===== src/rtl/tcdm_bank_responder_pkg.sv =====
// Shared types and constants for the TCDM bank responder.
// Provides the byte-address, data and byte-enable types seen on the tile master
// ports, plus the default bank geometry used to size the SRAM word address.
package tcdm_bank_responder_pkg;

  localparam int unsigned AddrWidth        = 32;
  localparam int unsigned DataWidth        = 32;
  localparam int unsigned BeWidth          = DataWidth / 8;
  localparam int unsigned ByteOffset       = $clog2(BeWidth);
  // Byte-address bits that reach one bank after interconnect decode.
  localparam int unsigned TCDMAddrMemWidth = 12;

  typedef logic [AddrWidth-1:0] addr_t;
  typedef logic [DataWidth-1:0] data_t;
  typedef logic [BeWidth-1:0]   be_t;

endpackage


===== src/rtl/tcdm_resp_router.sv =====
// Fixed-latency response router.
// Tracks {valid, port index} for every granted request through a shift register
// whose depth equals the request-to-read-data latency, then decodes the oldest
// entry into a one-hot per-port response valid.
// Ports:
//   clk_i, rst_i   clock, asynchronous active-high reset
//   grant_vld_i    a request was granted this cycle
//   grant_idx_i    index of the granted port
//   vld_o          one-hot (or zero) response valid per port
module tcdm_resp_router
  import tcdm_bank_responder_pkg::*;
#(
  parameter int unsigned NumPorts = 4,
  parameter int unsigned Latency  = 1,
  parameter int unsigned IdxWidth = (NumPorts > 1) ? $clog2(NumPorts) : 1
) (
  input  logic                clk_i,
  input  logic                rst_i,
  input  logic                grant_vld_i,
  input  logic [IdxWidth-1:0] grant_idx_i,
  output logic [NumPorts-1:0] vld_o
);

  logic [Latency-1:0]  vld_q;
  logic [IdxWidth-1:0] idx_q [Latency];

  always_ff @(posedge clk_i or posedge rst_i) begin
    if (rst_i) begin
      vld_q <= '0;
      for (int unsigned i = 0; i < Latency; i++) begin
        idx_q[i] <= '0;
      end
    end else begin
      vld_q[0] <= grant_vld_i;
      idx_q[0] <= grant_idx_i;
      for (int unsigned i = 1; i < Latency; i++) begin
        vld_q[i] <= vld_q[i-1];
        idx_q[i] <= idx_q[i-1];
      end
    end
  end

  always_comb begin
    vld_o = '0;
    if (vld_q[Latency-1]) begin
      vld_o[idx_q[Latency-1]] = 1'b1;
    end
  end

endmodule


===== src/rtl/tcdm_bank_responder.sv =====
// Target-side TCDM responder for one single-ported SRAM bank.
// Round-robin arbitrates NumPorts master ports, forwards the winner to the SRAM
// (optionally through one request register) and returns a one-cycle vld pulse
// with the SRAM read data to the port that was granted, for reads and writes.
// Ports:
//   clk_i, rst_i         clock, asynchronous active-high reset
//   tcdm_slave_*_i       per-port request: valid, byte address, wen, wdata, be
//   tcdm_slave_gnt_o     combinational one-hot grant
//   tcdm_slave_vld_o     one-hot response valid
//   tcdm_slave_rdata_o   response data, broadcast to every port
//   mem_*_o, mem_rdata_i SRAM bank interface, read data one cycle after mem_req_o
module tcdm_bank_responder
  import tcdm_bank_responder_pkg::*;
#(
  parameter int unsigned NumPorts     = 4,
  parameter bit          RegisterReq  = 1'b0,
  parameter int unsigned MemAddrWidth =
      TCDMAddrMemWidth - tcdm_bank_responder_pkg::ByteOffset,
  parameter int unsigned ByteOffset   = tcdm_bank_responder_pkg::ByteOffset
) (
  input  logic                    clk_i,
  input  logic                    rst_i,
  input  logic [NumPorts-1:0]     tcdm_slave_req_i,
  input  addr_t                   tcdm_slave_addr_i  [NumPorts],
  input  logic [NumPorts-1:0]     tcdm_slave_wen_i,
  input  data_t                   tcdm_slave_wdata_i [NumPorts],
  input  be_t                     tcdm_slave_be_i    [NumPorts],
  output logic [NumPorts-1:0]     tcdm_slave_gnt_o,
  output logic [NumPorts-1:0]     tcdm_slave_vld_o,
  output data_t                   tcdm_slave_rdata_o [NumPorts],
  output logic                    mem_req_o,
  output logic [MemAddrWidth-1:0] mem_addr_o,
  output logic                    mem_wen_o,
  output data_t                   mem_wdata_o,
  output be_t                     mem_be_o,
  input  data_t                   mem_rdata_i
);

  localparam int unsigned IdxWidth = (NumPorts > 1) ? $clog2(NumPorts) : 1;
  localparam int unsigned Latency  = 1 + int'(RegisterReq);

  logic                    win_vld;
  logic [IdxWidth-1:0]     win_idx;
  logic [MemAddrWidth-1:0] sel_addr;
  logic                    sel_wen;
  data_t                   sel_wdata;
  be_t                     sel_be;

  // ---------------------------------------------------------------------------
  // Round-robin arbiter
  // ---------------------------------------------------------------------------
  if (NumPorts == 1) begin : g_single
    assign win_vld = tcdm_slave_req_i[0];
    assign win_idx = '0;
  end else begin : g_rr
    logic [IdxWidth-1:0] rr_q, rr_d;
    int unsigned         cand;

    // First requester at or after the pointer, wrapping past NumPorts-1.
    always_comb begin
      win_vld = 1'b0;
      win_idx = '0;
      cand    = 0;
      for (int unsigned i = 0; i < NumPorts; i++) begin
        cand = 32'(rr_q) + i;
        if (cand >= NumPorts) begin
          cand = cand - NumPorts;
        end
        if (!win_vld && tcdm_slave_req_i[cand[IdxWidth-1:0]]) begin
          win_vld = 1'b1;
          win_idx = cand[IdxWidth-1:0];
        end
      end
    end

    always_comb begin
      rr_d = rr_q;
      if (win_vld) begin
        rr_d = (win_idx == IdxWidth'(NumPorts - 1)) ? '0 : win_idx + 1'b1;
      end
    end

    always_ff @(posedge clk_i or posedge rst_i) begin
      if (rst_i) begin
        rr_q <= '0;
      end else begin
        rr_q <= rr_d;
      end
    end
  end

  always_comb begin
    tcdm_slave_gnt_o = '0;
    if (win_vld) begin
      tcdm_slave_gnt_o[win_idx] = 1'b1;
    end
  end

  // Winner's request fields; upper address bits were already bank-decoded.
  assign sel_addr  = tcdm_slave_addr_i[win_idx][ByteOffset +: MemAddrWidth];
  assign sel_wen   = tcdm_slave_wen_i[win_idx];
  assign sel_wdata = tcdm_slave_wdata_i[win_idx];
  assign sel_be    = tcdm_slave_be_i[win_idx];

  // ---------------------------------------------------------------------------
  // SRAM request path
  // ---------------------------------------------------------------------------
  if (RegisterReq) begin : g_req_reg
    logic                    req_q;
    logic [MemAddrWidth-1:0] addr_q;
    logic                    wen_q;
    data_t                   wdata_q;
    be_t                     be_q;

    // Refilled every cycle, so the stage never stalls the arbiter.
    always_ff @(posedge clk_i or posedge rst_i) begin
      if (rst_i) begin
        req_q   <= 1'b0;
        addr_q  <= '0;
        wen_q   <= 1'b0;
        wdata_q <= '0;
        be_q    <= '0;
      end else begin
        req_q <= win_vld;
        if (win_vld) begin
          addr_q  <= sel_addr;
          wen_q   <= sel_wen;
          wdata_q <= sel_wdata;
          be_q    <= sel_be;
        end
      end
    end

    assign mem_req_o   = req_q;
    assign mem_addr_o  = addr_q;
    assign mem_wen_o   = wen_q;
    assign mem_wdata_o = wdata_q;
    assign mem_be_o    = be_q;
  end else begin : g_req_comb
    assign mem_req_o   = win_vld;
    assign mem_addr_o  = sel_addr;
    assign mem_wen_o   = sel_wen;
    assign mem_wdata_o = sel_wdata;
    assign mem_be_o    = sel_be;
  end

  // ---------------------------------------------------------------------------
  // Response path
  // ---------------------------------------------------------------------------
  tcdm_resp_router #(
    .NumPorts (NumPorts),
    .Latency  (Latency),
    .IdxWidth (IdxWidth)
  ) u_resp_router (
    .clk_i       (clk_i),
    .rst_i       (rst_i),
    .grant_vld_i (win_vld),
    .grant_idx_i (win_idx),
    .vld_o       (tcdm_slave_vld_o)
  );

  always_comb begin
    for (int unsigned p = 0; p < NumPorts; p++) begin
      tcdm_slave_rdata_o[p] = mem_rdata_i;
    end
  end

endmodule


===== config.mk =====
export PLATFORM = sky130hd
export DESIGN_NAME = tcdm_bank_responder
export DESIGN_NICKNAME = d
export VERILOG_FILES = /design/src/rtl/tcdm_bank_responder_pkg.sv /design/src/rtl/tcdm_resp_router.sv /design/src/rtl/tcdm_bank_responder.sv
export SDC_FILE = /design/constraint.sdc
export NUM_CORES = 1
export LEC_CHECK = 0
export CORE_AREA = 2 2 195 197
export CTS_CLUSTER_DIAMETER = 50
export DETAILED_ROUTE_END_ITERATION = 6
export DIE_AREA = 0 0 197 199
export GPL_TIMING_DRIVEN = 0
export PLACE_DENSITY = 0.36
export SYNTH_ARGS = -nofsm -noshare
export SYNTH_HDL_FRONTEND = slang
export SYNTH_HIERARCHICAL = 1
export SYNTH_SLANG_ARGS = --single-unit

===== constraint.sdc =====
create_clock -name clk_i -period 2.8 [get_ports clk_i]
set_input_delay 0.84 -clock clk_i [delete_from_list [all_inputs] [get_ports clk_i]]
set_output_delay 0.84 -clock clk_i [all_outputs]
set_load 0.1 [all_outputs]

==> impl_table.tex <==
\begin{tabular}{lr}
\hline
Metric & Value \\
\hline
\multicolumn{2}{l}{\textbf{Status}} \\
\quad Violated checks & setup timing \\
\quad Outcome & finished with violations \\
\multicolumn{2}{l}{\textbf{Routing}} \\
\quad Drt drc & 0 \\
\quad Final ANT Viol Nets & 0 \\
\quad Count of vias placed by the detailed router & 3693 \\
\quad Number of DRC violations after detailed-routing iteration 0 & 32 \\
\quad Total length of routed wires & 17.0 mm \\
\quad Wire per inst & 14.3 um \\
\quad Via-to-Cell Ratio & 3.10 \\
\quad First-pass iteration count of the detailed router & 4 \\
\multicolumn{2}{l}{\textbf{Yosys}} \\
\quad Leading register cell type out of synthesis & sky130\_fd\_sc\_hd\_\_dfrtp\_1 \\
\quad Top cells by count, synth & sky130\_fd\_sc\_hd\_\_mux2i\_1 (142), sky130\_fd\_sc\_hd\_\_buf\_4 (138), sky130\_fd\_sc\_hd\_\_dfrtp\_1 (5), sky130\_fd\_sc\_hd\_\_a21oi\_1 (4), sky130\_fd\_sc\_hd\_\_inv\_1 (4) \\
\quad Synthesized instance count & 316 \\
\quad Netlist cell types & 22 \\
\quad Most frequently used cell type in the post-synthesis netlist & sky130\_fd\_sc\_hd\_\_mux2i\_1 \\
\quad Netlist area before placement & 2810 um\^{}2 \\
\quad Cell types with the largest area share after synthesis & sky130\_fd\_sc\_hd\_\_mux2i\_1 (51\%), sky130\_fd\_sc\_hd\_\_buf\_4 (37\%), sky130\_fd\_sc\_hd\_\_dfrtp\_1 (4.5\%) \\
\quad Net count of the mapped netlist & 630 \\
\quad Synthesized area per cell & 8.88 um\^{}2 \\
\quad Synth top area share & 0.506 \\
\quad Total of warnings raised by yosys & 6 \\
\quad Post-synthesis cell type with the largest combined area & sky130\_fd\_sc\_hd\_\_mux2i\_1 \\
\quad Flop and latch count out of synthesis & 5 \\
\quad Fraction of synthesis flops using an asynchronous set or reset pin & 1.00 \\
\quad Number of enable flip-flop cells after synthesis & 0 \\
\quad Proportion of synthesized chip area in sequential cells & 0.0446 \\
\multicolumn{2}{l}{\textbf{Setup path}} \\
\quad Required time at the worst-slack endpoint & 1.96 ns \\
\quad Critical Path Max Stage Delay & 0.25 ns \\
\quad Highest fanout seen on the critical path & 5 \\
\quad Endpoint kind of the worst setup timing path & primary output \\
\quad CP max stage cell & sky130\_fd\_sc\_hd\_\_mux2i\_4 \\
\quad CP Data Arrival Time & 2.36 ns \\
\quad Cell repeated most along the worst path & sky130\_fd\_sc\_hd\_\_buf\_12 \\
\quad Cells traversed along the worst timing path & buf\_8, nand3b\_1, a2bb2oi\_4, buf\_8, buf\_12, buf\_12, buf\_12, mux2i\_4, mux2i\_4, buf\_12 \\
\quad Critical Path Source Type & input port \\
\quad Worst Setup Path Type & input port to primary output \\
\multicolumn{2}{l}{\textbf{STA}} \\
\quad Final Hold Violating Endpoints & 0 \\
\quad Hold\_ws & 0.632 ns \\
\quad Max Clock Freq & 0.312 GHz \\
\quad Max Slew Vio Count & 0 \\
\quad Clock period minus worst slack & 3.20 ns \\
\quad Worst Max-Slew Pin Slew & 0.974 ns \\
\quad Final setup viols & 52 \\
\quad Relative slew slack & 0.350 \\
\quad Final worst-path cycle share & 1.14 \\
\quad Unrepaired setup endpoints after global routing & true \\
\quad Worst clock skew on the final layout & 0.00187 ns \\
\quad Worst setup slack after layout & -0.402 ns \\
\multicolumn{2}{l}{\textbf{GRT}} \\
\quad Met2 capacity usage during global routing & 0.148 \\
\quad GR Util met1 & 0.0892 \\
\quad Most heavily used metal layer in global routing & met2 \\
\quad Met3 demand-to-capacity share in global routing & 0.0192 \\
\quad Initial antenna violation count & 0 \\
\quad Number of global-route vias before repair & 3892 \\
\quad First-pass GRT wire length & 23.4 mm \\
\quad Total routing usage reported by global routing & 0.0778 \\
\quad Final global-route overflow total & 0 \\
\quad Maximum number of pins on one net before global-route repair & 11 \\
\multicolumn{2}{l}{\textbf{Final layout}} \\
\quad Share of final-layout standard cells stronger than drive strength 1 & 0.511 \\
\quad Post-synthesis to final-layout area growth & 238\% \\
\quad Ant diodes & 0 \\
\quad Utilization after layout & 0.256 \\
\quad Fillers & 3972 \\
\quad Non-filler instance count after layout & 1190 \\
\quad Final net count & 1031 \\
\multicolumn{2}{l}{\textbf{Placed design}} \\
\quad Count of buffers inserted at the top-level ports & 377 \\
\quad Post-DP HPWL & 14.0 mm \\
\quad RD Place Congestion & 0.664 \\
\quad Count of placed standard cells including taps & 1167 \\
\multicolumn{2}{l}{\textbf{Pwr}} \\
\quad Worst ir drop on vdd & 0.497 mV \\
\quad Static Leakage & 3.76 nW \\
\quad PD cells & 925 nW/um\^{}2 \\
\quad Total power consumption of the routed design & 0.00878 W \\
\multicolumn{2}{l}{\textbf{Die}} \\
\quad Ports placed on the boundary & 498 \\
\quad Horiz. Die Dim & 197 um \\
\quad Die H & 199 um \\
\quad Floorplan die area & 39200 um\^{}2 \\
\quad Core area & 37100 um\^{}2 \\
\quad Number of rows created at floorplan & 71 \\
\quad Initial core utilization & 0.0756 \\
\multicolumn{2}{l}{\textbf{Clock network}} \\
\quad Num CTS Buffers & 3 \\
\quad Post-CTS clock slew at the launch and capture registers of the worst setup and hold paths & 0.03 ns \\
\quad Maximum root-to-sink buffer count & 2 \\
\quad Num Clock Sinks & 5 \\
\quad Clock tree root buffer cell & sky130\_fd\_sc\_hd\_\_clkbuf\_16 \\
\quad Latest clock arrival within the worst-skew pair & 0.22 ns \\
\quad H-tree Lvls & 1 \\
\quad TritonCTS clock tree & done \\
\quad Count of hold buffers inserted by post-cts repair & 0 \\
\multicolumn{2}{l}{\textbf{Worst hold path}} \\
\quad Classification of the worst-slack hold path & flip-flop to flip-flop \\
\multicolumn{2}{l}{\textbf{Job}} \\
\quad Max-cap violations & 0 \\
\hline
\end{tabular}
## flip-flops by register name (all words and copies together) (netlist names)
| name | cells |
|---|---|
| g_rr.rr_q | 2 |
| u_resp_router/idx_q | 2 |
| u_resp_router/vld_q | 1 |
## path summary, 6_finish.rpt
path	start	endpoint	slack [ns]	depth (start not counted)
max reg2reg	g_rr.rr_q[1]	g_rr.rr_q[1]	1.00	7
max in group asynchronous	rst_i	u_resp_router/idx_q[1]	1.85	2
min	g_rr.rr_q[0]	g_rr.rr_q[0]	0.63	2
min reg2reg	g_rr.rr_q[0]	g_rr.rr_q[0]	0.63	2
min in group asynchronous	rst_i	g_rr.rr_q[1]	0.79	2
max	tcdm_slave_req_i[1]	mem_wdata_o[6]	-0.40	10
## routing by layer
metal	routed length [um]	vias up
met4	88	0
met1	6460	1675
met5	0	-
li1	-	1794
met3	1430	4
met2	9010	220
## cells in the final DEF, fill, tap and decap left out, types with 2 or more instances in the layout
cell type,count
sky130_fd_sc_hd__buf_4,136
sky130_fd_sc_hd__and3b_1,2
sky130_fd_sc_hd__dlygate4sd2_1,131
sky130_fd_sc_hd__a21oi_1,2
sky130_fd_sc_hd__dfrtp_1,5
sky130_fd_sc_hd__buf_2,2
sky130_fd_sc_hd__clkdlybuf4s50_1,189
sky130_fd_sc_hd__clkbuf_16,7
sky130_fd_sc_hd__nor3b_2,2
sky130_fd_sc_hd__mux2i_2,25
sky130_fd_sc_hd__mux2i_1,12
sky130_fd_sc_hd__buf_16,6
sky130_fd_sc_hd__mux2i_4,105
sky130_fd_sc_hd__inv_1,4
sky130_fd_sc_hd__buf_8,9
sky130_fd_sc_hd__buf_6,13
sky130_fd_sc_hd__buf_12,50
sky130_fd_sc_hd__nor2b_4,2
## through the flow
stage          setup TNS, ns  setup slack [ns]  cell area (um^2)
2_1_floorplan         -15.96            -0.328              3600
4_1_cts               -19.71            -0.473              9210
3_3_place_gp         -100.69             -1.82              7970
6_report              -16.89            -0.402              9490
5_1_grt               -20.88            -0.476              9490
3_5_place_dp          -99.94             -1.83              7970
## worst max-delay path: cells and delay by family
family	cells	cell delay, ns
compound gates	1	0.17
mux	2	0.35
simple gates	1	0.19
buf+inv	6	0.79
## where the power goes
part,internal [W],switching (W)
Combinational,0.00348,0.00493
Clock,0.000189,0.0000443
Sequential,0.0000961,0.0000342
## final cells by class
class | count | area (um^2) | share of cell area
Timing Repair Buffer | 397 | 4350 | 0.458
Multi-Input combinational cell | 162 | 3050 | 0.321
Buffer | 144 | 1280 | 0.135
Tap cell | 474 | 593 | 0.0625
Sequential cell | 5 | 125 | 0.0132
Clock buffer | 4 | 78.8 | 0.00831
Inverter | 4 | 15.0 | 0.00158
## logic make-up after synthesis
family | count (synthesis) | share of synthesized area
DFF | 5 | 0.0446
and+or+nand+nor | 14 | 0.0339
buffers and inverters | 149 | 0.399
AOI/OAI and AO/OA | 6 | 0.0156
muxes | 142 | 0.506
## timing repair
item | CTS | global route
setup buffers | 13 | 1
pin swaps | 2 | 1
gates cloned | 5 | 2
gates resized for setup | 705 | 51
setup endpoints to repair | 183 | 53
(Power assumes the default switching activity.)
